**config.mk**
```make
export PLATFORM = sky130hd
export DESIGN_NAME = matrix_mult
export DESIGN_NICKNAME = d
export VERILOG_FILES = /design/src/rtl/matrix_mult_pkg.sv /design/src/rtl/matrix_mult_dot3.sv /design/src/rtl/matrix_mult.sv
export SDC_FILE = /design/constraint.sdc
export NUM_CORES = 1
export LEC_CHECK = 0
export BUFFER_PORTS_ARGS = -buffer_cell sky130_fd_sc_hd__buf_2
export CAP_MARGIN = 20
export CORE_MARGIN = 8
export CORE_UTILIZATION = 59
export CTS_CLUSTER_SIZE = 30
export DETAILED_ROUTE_END_ITERATION = 8
export PLACE_DENSITY = 0.82
export SYNTH_ARGS = -nofsm -noshare
export SYNTH_HDL_FRONTEND = slang
export SYNTH_HIERARCHICAL = 1
export SYNTH_SLANG_ARGS = --single-unit
```
**constraint.sdc**
```tcl
create_clock -name clk -period 13.2 [get_ports clk]
set_input_delay 1.32 -clock clk [delete_from_list [all_inputs] [get_ports clk]]
set_output_delay 1.32 -clock clk [all_outputs]
set_load 0.05 [all_outputs]
```
**src/rtl/matrix_mult_pkg.sv**
```systemverilog
// Shared sizes and types for the 3x3 sequential matrix multiplier.
package matrix_mult_pkg;
  localparam int N      = 3;
  localparam int NUM_EL = N * N;
  localparam int DATA_W = 8;
  localparam int ACC_W  = 18;

  typedef logic [3:0] idx_t;

  typedef enum logic [1:0] {
    IDLE,
    CALC,
    DONE
  } state_t;
endpackage

```
**src/rtl/matrix_mult_dot3.sv**
```systemverilog
// Combinational 3-term unsigned dot product; the sum is widened so it cannot overflow.
module matrix_mult_dot3
  import matrix_mult_pkg::*;
(
  input  logic [DATA_W-1:0] a [0:2],
  input  logic [DATA_W-1:0] b [0:2],
  output logic [ACC_W-1:0]  sum
);

  logic [2*DATA_W-1:0] p0;
  logic [2*DATA_W-1:0] p1;
  logic [2*DATA_W-1:0] p2;

  assign p0  = a[0] * b[0];
  assign p1  = a[1] * b[1];
  assign p2  = a[2] * b[2];
  assign sum = ACC_W'(p0) + ACC_W'(p1) + ACC_W'(p2);

endmodule

```
**src/rtl/matrix_mult.sv**
```systemverilog
// Sequential 3x3 multiplier: captures A and B on an enable edge, then writes one
// element of C per clock through a single shared dot-product unit.
module matrix_mult
  import matrix_mult_pkg::*;
(
  input  logic              clk,
  input  logic              reset,
  input  logic              enable,
  input  logic [DATA_W-1:0] A [0:NUM_EL-1],
  input  logic [DATA_W-1:0] B [0:NUM_EL-1],
  output logic [ACC_W-1:0]  C [0:NUM_EL-1],
  output logic              done
);

  state_t            state;
  idx_t              idx;
  logic              enable_q;
  logic [DATA_W-1:0] a_cap [0:NUM_EL-1];
  logic [DATA_W-1:0] b_cap [0:NUM_EL-1];

  logic [1:0]        row_sel;
  logic [1:0]        col_sel;
  idx_t              row_base;
  idx_t              col_base;
  logic [DATA_W-1:0] a_vec [0:2];
  logic [DATA_W-1:0] b_vec [0:2];
  logic [ACC_W-1:0]  dot;

  // Row of A and column of B for the element currently being produced.
  always_comb begin
    row_sel  = 2'(idx / 4'd3);
    col_sel  = 2'(idx % 4'd3);
    row_base = 4'(row_sel) * 4'd3;
    col_base = 4'(col_sel);
    a_vec[0] = a_cap[row_base];
    a_vec[1] = a_cap[row_base + 4'd1];
    a_vec[2] = a_cap[row_base + 4'd2];
    b_vec[0] = b_cap[col_base];
    b_vec[1] = b_cap[col_base + 4'd3];
    b_vec[2] = b_cap[col_base + 4'd6];
  end

  matrix_mult_dot3 u_dot3 (
    .a   (a_vec),
    .b   (b_vec),
    .sum (dot)
  );

  always_ff @(posedge clk or negedge reset) begin
    if (!reset) begin
      state    <= IDLE;
      idx      <= '0;
      enable_q <= 1'b0;
      done     <= 1'b0;
      for (int i = 0; i < NUM_EL; i++) begin
        a_cap[i] <= '0;
        b_cap[i] <= '0;
        C[i]     <= '0;
      end
    end else begin
      enable_q <= enable;
      done     <= 1'b0;
      case (state)
        IDLE: begin
          if (enable && !enable_q) begin
            a_cap <= A;
            b_cap <= B;
            idx   <= '0;
            state <= CALC;
          end
        end
        CALC: begin
          C[idx] <= dot;
          // idx wraps to 0 after the last element so the muxes never address past the array.
          if (idx == idx_t'(NUM_EL - 1)) begin
            idx   <= '0;
            state <= DONE;
          end else begin
            idx <= idx + 4'd1;
          end
        end
        DONE: begin
          done  <= 1'b1;
          state <= IDLE;
        end
        default: state <= IDLE;
      endcase
    end
  end

endmodule

```
# After elaboration in Yosys (flattened, before gate mapping)
# Cells that the tools add are included.
[word_totals] regBits=314 inputBits=147 out_inout_bits=163 elab_cells=100
[classes] add_sub_neg=7 multipliers=4 div_mod_pow=2 n_lt_le_gt_ge=8 eq_ne=5 mux=28 bitwise_logic=7 reduce_logical=8
[op_table] op="$bmux W8 S4" n=6
[op_table] op="$bwmux W162" n=1
[op_table] op="$mux W8" n=12
[op_table] op="$demux W18 S4" n=1
[op_table] op="$mul A8 B8 Y16" n=3
[op_table] op="$ge A5 B5 Y1 const B" n=7
[op_table] op="$not A4 Y5" n=5
[op_table] op="$add A18 B16 Y18" n=1
[op_table] op="$mux W18" n=1
[op_table] op="$add A16 B16 Y17" n=1
[op_table] op="$add A4 B1 Y4 const B" n=2
[op_table] op="$mux W4" n=2
[op_table] op="$pmux W4 S2" n=1
[op_table] op="$reduce_and A2 Y1" n=3
[op_table] op="$lt A5 B1 Y1 const B" n=1
[op_table] op="$not A2 Y5" n=1
[op_table] op="$not A3 Y5" n=1
[op_table] op="$add A2 B3 Y4 const B" n=1
[op_table] op="$add A4 B2 Y4 const B" n=1
[op_table] op="$div A4 B2 Y4 const B" n=1
[op_table] op="$eq A4 B4 Y1 const B" n=1
[op_table] op="$mod A4 B2 Y4 const B" n=1
[op_table] op="$mul A2 B2 Y4 const B" n=1
[op_table] op="$mux W2" n=2
[op_table] op="other kinds (10)" n=12

# Depth between registers and ports, before layout
# Gate-level depths: netlist of run 1.
[logic_depth] ltp_word=11 ltp_mapped=44 mapped_depth_nobuf=38

# By module
# The synthesis of run 1 kept the hierarchy.
[modules_own_cells] module="matrix_mult" n_inst=1 cells_each=948 area_each_um2=13938.4 seq_area_each_um2=7857.5
[modules_own_cells] module="matrix_mult_dot3" n_inst=1 cells_each=751 area_each_um2=6834.1 seq_area_each_um2=0.0

# Worst setup path after synthesis of run 1
# Ideal clock, no wire load.
[synth_path] path_kind="register -> register" from="register idx[3]" to="register C[17] (netlist name)" setup_ps=125 arrival_time_ps=10137 t_required_ps=13075 slack_ps=2938 path_stages_with_launch=39 synth_period_minus_slack_ps=10262 cell_sequence="dfrtp_1 buf_4 and2b_1 ha_1 inv_1 ha_1 and2_1 buf_4 xnor2_1 ha_1 nor3b_2 a21boi_2 nor2_2 buf_6 clkbuf_1 ha_1 clkbuf_1 inv_1 [... 3 more ...] a21oi_1 and2_1 fa_1 fa_1 fa_1 fa_1 fa_1 fa_1 inv_1 fa_1 inv_1 ha_1 a21o_1 a31o_1 o211a_1 o2111a_1 a311o_1 mux2_2"
[synth_lines] item="from (decl)" line="matrix_mult.sv:16" rtl="idx_t idx;"
[synth_lines] item="from (signal assigned)" line="matrix_mult.sv:79" rtl="idx <= idx + 4'd1;"
[synth_lines] item="to (signal, indexed assignment)" line="matrix_mult.sv:73" rtl="C[idx] <= dot;"
[synth_lines] item="to (decl)" line="matrix_mult.sv:11" rtl="output logic [ACC_W-1:0] C [0:NUM_EL-1],"

==> results.sh, run 1 <==
export IMPL_setup_tns_ns=0
export IMPL_n_fill_cell=2470
export IMPL_ys_flop_type="dfrtp_1"
export IMPL_hpwl_um=42400
export IMPL_period_share=0.914
export IMPL_crit_fanout=46
export IMPL_rsz0062_at_grt="false"
export IMPL_grt_ovfl_total=0
export IMPL_worst_path_largest_cell_delay_ns=0.58
export IMPL_outcome="complete, no violations"
export IMPL_ys_seq_area_frac=0.378
export IMPL_drt_iter0_drc=1054
export IMPL_clock_latency_ns=0.55
export IMPL_crit_path_frequent_cell="fa_1"
export IMPL_start_kind="flip-flop"
export IMPL_wirelength_um=55200
export IMPL_diodes=0
export IMPL_start_util=0.600
export IMPL_worst_pin_slew_ns=1.04
export IMPL_final_hold_viol_count=0
export IMPL_row_count=68
export IMPL_critPathRequiredTime_ns=13.68
export IMPL_grt_max_degree=101
export IMPL_cts_tree="done"
export IMPL_routedWlPerCell_um=22.2
export IMPL_vias_per_cell=5.75
export IMPL_multi_input_comb_area_um2=11800
export IMPL_synth_area_leaders="dfrtp_1 (38%), mux2_2 (17%), fa_1 (16%), ha_1 (6.5%), inv_1 (4.3%)"
export IMPL_route_detailed_drc=0
export IMPL_die_w_um=204
export IMPL_syn_instance_count=1699
export IMPL_drive_above_1_share=0.357
export IMPL_cts_hold_buf=0
export IMPL_clockBufferDepth=3
export IMPL_area_delta_synth_final_pct=15.4
export IMPL_cts_inserted_buffers=34
export IMPL_synth_edf_count=0
export IMPL_max_freq_mhz=82.9
export IMPL_setup_viol=0
export IMPL_io_buffers=309
export IMPL_cts_num_sinks=314
export IMPL_yosys_warnings=6
export IMPL_synth_common_cells="dfrtp_1 (314), mux2_2 (307), inv_1 (236)"
export IMPL_first_global_vias=15900
export IMPL_maxCapViolCount=0
export IMPL_hold_class="flip-flop to flip-flop"
export IMPL_h_tree_depth=2
export IMPL_die_y_um=204
export IMPL_route_vias_total=14300
export IMPL_io_pins=310
export IMPL_antenna_found_initial=0
export IMPL_cp_num_buf_inv=10
export IMPL_cp_top_family="adder cells"
export IMPL_synth_area_um2=20800
export IMPL_design_core_area_um2=34600
export IMPL_ys_types=66
export IMPL_nNetsFinal=2425
export IMPL_grt_pass1_wl_um=88900
export IMPL_post_cts_buffers=0
export IMPL_ys_ff_latch=314
export IMPL_finalWeightedCongestion=0.935
export IMPL_synth_nets=2115
export IMPL_yosys_area_top_type_share=0.378
export IMPL_regArea_um2=7860
export IMPL_root_buffer="clkbuf_16"
export IMPL_yosysMostFrequentCell="dfrtp_1"
export IMPL_cts_repair_resized=0
export IMPL_period_minus_slack_ns=12.07
export IMPL_slew_headroom=0.304
export IMPL_synth_async_reset_ratio=1.00
export IMPL_cts_reportedPaths_clkPinSlew_ns=0.06
export IMPL_synth_top_cell_by_area="dfrtp_1"
export IMPL_cp_arrival_ns=12.55
export IMPL_final_max_slew_violation_count=0
export IMPL_slowest_stage="and2_1"
export IMPL_die_area_um2=41500
export IMPL_ant_nets=0
export IMPL_worstSetupPathType="flip-flop to flip-flop"
export IMPL_finClkSkew_ns=0.0285
export IMPL_drt_pass1_iterations=9
export IMPL_syn_avg_cell_area_um2=12.2
export IMPL_grt_usage=0.271
export IMPL_cp_end_kind="flip-flop"
[routing by layer]
| layer | global-route usage | vias to the layer above | part of all wire |
|---|---|---|---|
| li1 | - | 6305 | - |
| met1 | 0.346 | 7349 | 0.40 |
| met2 | 0.441 | 546 | 0.49 |
| met3 | 0.0822 | 107 | 0.089 |
| met4 | 0.0829 | 0 | 0.023 |
| met5 | 0 | - | 0 |
[worst reg2reg max path, delay by kind of cell, from the launching register on]
family | cells | cell delay (ns)
adder cells (fa/ha/maj) | 12 | 5.08
AO/OA/AOI/OAI | 7 | 1.90
AND/OR/NAND/NOR | 6 | 1.82
buffers and inverters | 10 | 1.77
XOR/XNOR | 2 | 0.65
flip-flops | 1 | 0.48
multiplexers | 1 | 0.30
[kinds of logic (layout without fill, tap and decap cells)]
family / count (synthesis) / in the layout / share of synthesized area
multiplexers: 363 / 363 / 0.213
AND/OR/NAND/NOR: 327 / 327 / 0.0808
flip-flops: 314 / 314 / 0.378
buffers and inverters: 289 / 624 / 0.0558
adder cells (fa/ha/maj): 269 / 269 / 0.220
AO/OA/AOI/OAI: 124 / 124 / 0.0460
XOR/XNOR: 13 / 13 / 0.00638
[through the flow]
step / utilization / setup WS, ns / instance area, um^2 / hold slack, ns / instances
global placement: 0.656 / 1.61 / 22700 / 0.475 / 2423
global route: 0.692 / 0.393 / 24000 / 0.509 / 2489
finish: 0.692 / 1.13 / 24000 / 0.493 / 2489
CTS: 0.691 / 1.26 / 23900 / 0.495 / 2485
floorplan: - / 2.94 / 20800 / 0.440 / 1699
detailed placement: 0.657 / 1.33 / 22700 / 0.486 / 2424
[cells in the final DEF (no fill, tap or decap), types with 5 or more instances in the layout]
master	n
a2bb2oi_1	7
dfrtp_1	314
mux2i_1	25
clkbuf_8	9
o311a_1	8
a21oi_1	12
nand2_1	129
mux2_2	307
mux4_2	25
nand2b_1	6
buf_4	13
and2_1	130
inv_1	236
clkbuf_16	34
buf_2	308
a31oi_1	12
clkinv_2	7
ha_1	108
o221ai_1	12
nor2_1	24
nand3b_1	5
mux4_1	5
a22o_1	8
o211ai_1	8
nor3_1	10
nor2b_1	5
nand3_1	5
o2bb2ai_1	9
o21ai_0	17
fa_1	161
xnor2_1	10
[layout make-up]
cell class | count | area share
Clock inverter | 14 | 0.00741
Sequential cell | 314 | 0.328
Clock buffer | 47 | 0.0413
Timing Repair Buffer | 326 | 0.0714
Multi-Input combinational cell | 1096 | 0.491
Tap cell | 455 | 0.0238
Inverter | 237 | 0.0371
[sequential cells by signal (all words and copies together), names as in the netlist]
| signal | count |
|---|---|
| idx | 4 |
| done | 1 |
| state | 2 |
| C | 162 |
| a_cap | 72 |
| enable_q | 1 |
| b_cap | 72 |
[worst paths after layout]
path,startpoint,end,slack (ns),cells after the start
worst max register to register,idx[3],C[16],1.13,38
worst min-delay path,state[0],done,0.49,1
worst min register to register,state[0],done,0.49,1
min in group asynchronous,reset,C[148],0.77,1
max in group asynchronous,reset,b_cap[37],10.10,3
worst max-delay path,idx[3],C[16],1.13,38
Power of run 1 is not shown: default switching activity piles up to over one toggle a cycle in this logic, so the estimate is an artifact.
==> run 2, diff against run 1 <==
--- a/config.mk
+++ b/config.mk
@@ -8,10 +8,12 @@
 export BUFFER_PORTS_ARGS = -buffer_cell sky130_fd_sc_hd__buf_2
 export CAP_MARGIN = 20
 export CORE_MARGIN = 8
-export CORE_UTILIZATION = 59
+export CORE_UTILIZATION = 60
+export CTS_BUF_LIST = sky130_fd_sc_hd__clkbuf_8
 export CTS_CLUSTER_SIZE = 30
 export DETAILED_ROUTE_END_ITERATION = 8
-export PLACE_DENSITY = 0.82
+export PLACE_DENSITY = 0.83
+export SETUP_SLACK_MARGIN = 0.2
 export SYNTH_ARGS = -nofsm -noshare
 export SYNTH_HDL_FRONTEND = slang
 export SYNTH_HIERARCHICAL = 1
==> run 2 against run 1 <==
Global-route usage grew 0.68 points; non-clock buffer count is the same; register-to-register slack lost 0.15 ns; clock skew grew 0.012 ns; cell area shrank 0.26%; wire length grew 0.85%; die area shrank 1.5%; critical path depth shrank 2; via count grew 0.80%; final cell count grew 1.4%; largest cell class unchanged.
==> results.sh, run 2 (same netlist as run 1, synthesis figures left out) <==
export IMPL_cts_num_sinks=314
export IMPL_root_buffer="clkbuf_8"
export IMPL_routedWlPerCell_um=22.1
export IMPL_start_util=0.606
export IMPL_die_area_um2=40800
export IMPL_slowest_stage="nor3_1"
export IMPL_max_freq_mhz=81.8
export IMPL_slew_headroom=0.246
export IMPL_biggestRegsByFlops="C: 162 flops, a_cap: 72 flops, b_cap: 72 flops"
export IMPL_grt_max_degree=99
export IMPL_cp_arrival_ns=12.75
export IMPL_rsz0062_at_grt="false"
export IMPL_setup_tns_ns=0
export IMPL_hold_end="b_cap[66]"
export IMPL_multi_input_comb_area_um2=11800
export IMPL_n_fill_cell=2435
export IMPL_worstSetupPathType="flip-flop to flip-flop"
export IMPL_grt_usage=0.278
export IMPL_min_from="b_cap[66]"
export IMPL_route_vias_total=14400
export IMPL_period_minus_slack_ns=12.22
export IMPL_worst_pin_slew_ns=1.13
export IMPL_ant_nets=0
export IMPL_drive_above_1_share=0.362
export IMPL_route_detailed_drc=0
export IMPL_design_core_area_um2=34300
export IMPL_final_max_slew_violation_count=0
export IMPL_die_y_um=202
export IMPL_finClkSkew_ns=0.0406
export IMPL_worst_r2r_cell_count=36
export IMPL_first_global_vias=16300
export IMPL_h_tree_depth=2
export IMPL_post_cts_buffers=0
export IMPL_timing_rr_end="C[52]"
export IMPL_stdcell_count=2523
export IMPL_outcome="complete, no violations"
export IMPL_crit_fanout=21
export IMPL_dp_cells=2424
export IMPL_critPathRequiredTime_ns=13.72
export IMPL_hold_class="flip-flop to flip-flop"
export IMPL_clock_latency_ns=0.64
export IMPL_reg2reg_from="idx[3]"
export IMPL_antenna_found_initial=0
export IMPL_cts_inserted_buffers=52
export IMPL_setup_viol=0
export IMPL_post_place_ws_ns=0.998
export IMPL_io_buffers=309
export IMPL_finalWeightedCongestion=0.912
export IMPL_regArea_um2=7860
export IMPL_vias_per_cell=5.72
export IMPL_holdWs_ns=0.497
export IMPL_startpoint="idx[3]"
export IMPL_period_share=0.926
export IMPL_hold_path_depth=1
export IMPL_grt_pass1_wl_um=90200
export IMPL_die_w_um=202
export IMPL_io_pins=310
export IMPL_worst_path_largest_cell_delay_ns=0.70
export IMPL_drt_pass1_iterations=5
export IMPL_start_kind="flip-flop"
export IMPL_wirelength_um=55700
export IMPL_clockBufferDepth=3
export IMPL_hpwl_um=42600
export IMPL_largest_reg_flops=162
export IMPL_drt_iter0_drc=926
export IMPL_diodes=0
export IMPL_crit_path_frequent_cell="fa_1"
export IMPL_final_hold_viol_count=0
export IMPL_largest_register="C"
export IMPL_area_delta_synth_final_pct=15.1
export IMPL_maxCapViolCount=0
export IMPL_layout_commonest_cell="dfrtp_1"
export IMPL_worst_slack_ns=0.977
export IMPL_mostFrequentLayoutCells="dfrtp_1 (314), buf_2 (309), mux2_2 (307), inv_1 (255), fa_1 (161)"
export IMPL_nNetsFinal=2443
export IMPL_r2r_setup_slack_ns=0.98
export IMPL_cts_tree="done"
export IMPL_cts_reportedPaths_clkPinSlew_ns=0.06
export IMPL_row_count=68
export IMPL_grt_ovfl_total=0
export IMPL_cp_end_kind="flip-flop"
==> run 2: worst max-delay path, delay by kind of cell (launching register included) <==
family / cells / cell delay (ns)
adders and majority gates: 12 / 5.35
and+or+nand+nor: 9 / 2.85
AOI/OAI and AO/OA: 5 / 1.65
buffers and inverters: 7 / 0.96
xor gates and xnor gates: 2 / 0.49
DFF: 1 / 0.47
muxes: 1 / 0.33
==> run 2: stage by stage <==
step | utilization | instance area (um^2)
floorplan | - | 20800
finish | 0.697 | 23900
detailed placement | 0.663 | 22700
CTS | 0.695 | 23800
global placement | 0.663 | 22700
global route | 0.697 | 23900
==> run 2: worst max path at each step <==
stage | slack [ns] | cells past startpoint | endpoint
final | 0.98 | 36 | C[52]
after global placement | 1.29 | 35 | C[11]
after detailed placement | 1.0 | 33 | C[101]
after floorplan | 2.94 | 38 | C[17]
after CTS | 0.91 | 33 | C[155]
after global routing | 0.27 | 36 | C[34]
==> run 2: routing by layer <==
metal / GRT usage / part of all wire / vias to the layer above
li1: - / - / 6370
met1: 0.354 / 0.41 / 7414
met2: 0.454 / 0.49 / 545
met3: 0.0831 / 0.084 / 92
met4: 0.0848 / 0.020 / 0
met5: 0 / 0 / -
==> run 2: timing repair <==
action                                  CTS  global route
hold endpoints to repair                  0             0
endpoints found under the setup margin    0            12
hold buffers                              0             0
resized for setup                         0             2
==> run 2: layout make-up <==
cell class / instances / area share
multi-input combinational: 1096 / 0.493
sequential: 314 / 0.329
timing repair buffer: 326 / 0.0712
inverter: 237 / 0.0372
clock buffer: 63 / 0.0363
tap: 455 / 0.0238
clock inverter: 32 / 0.00974
Power of run 2 is left out for the same reason.
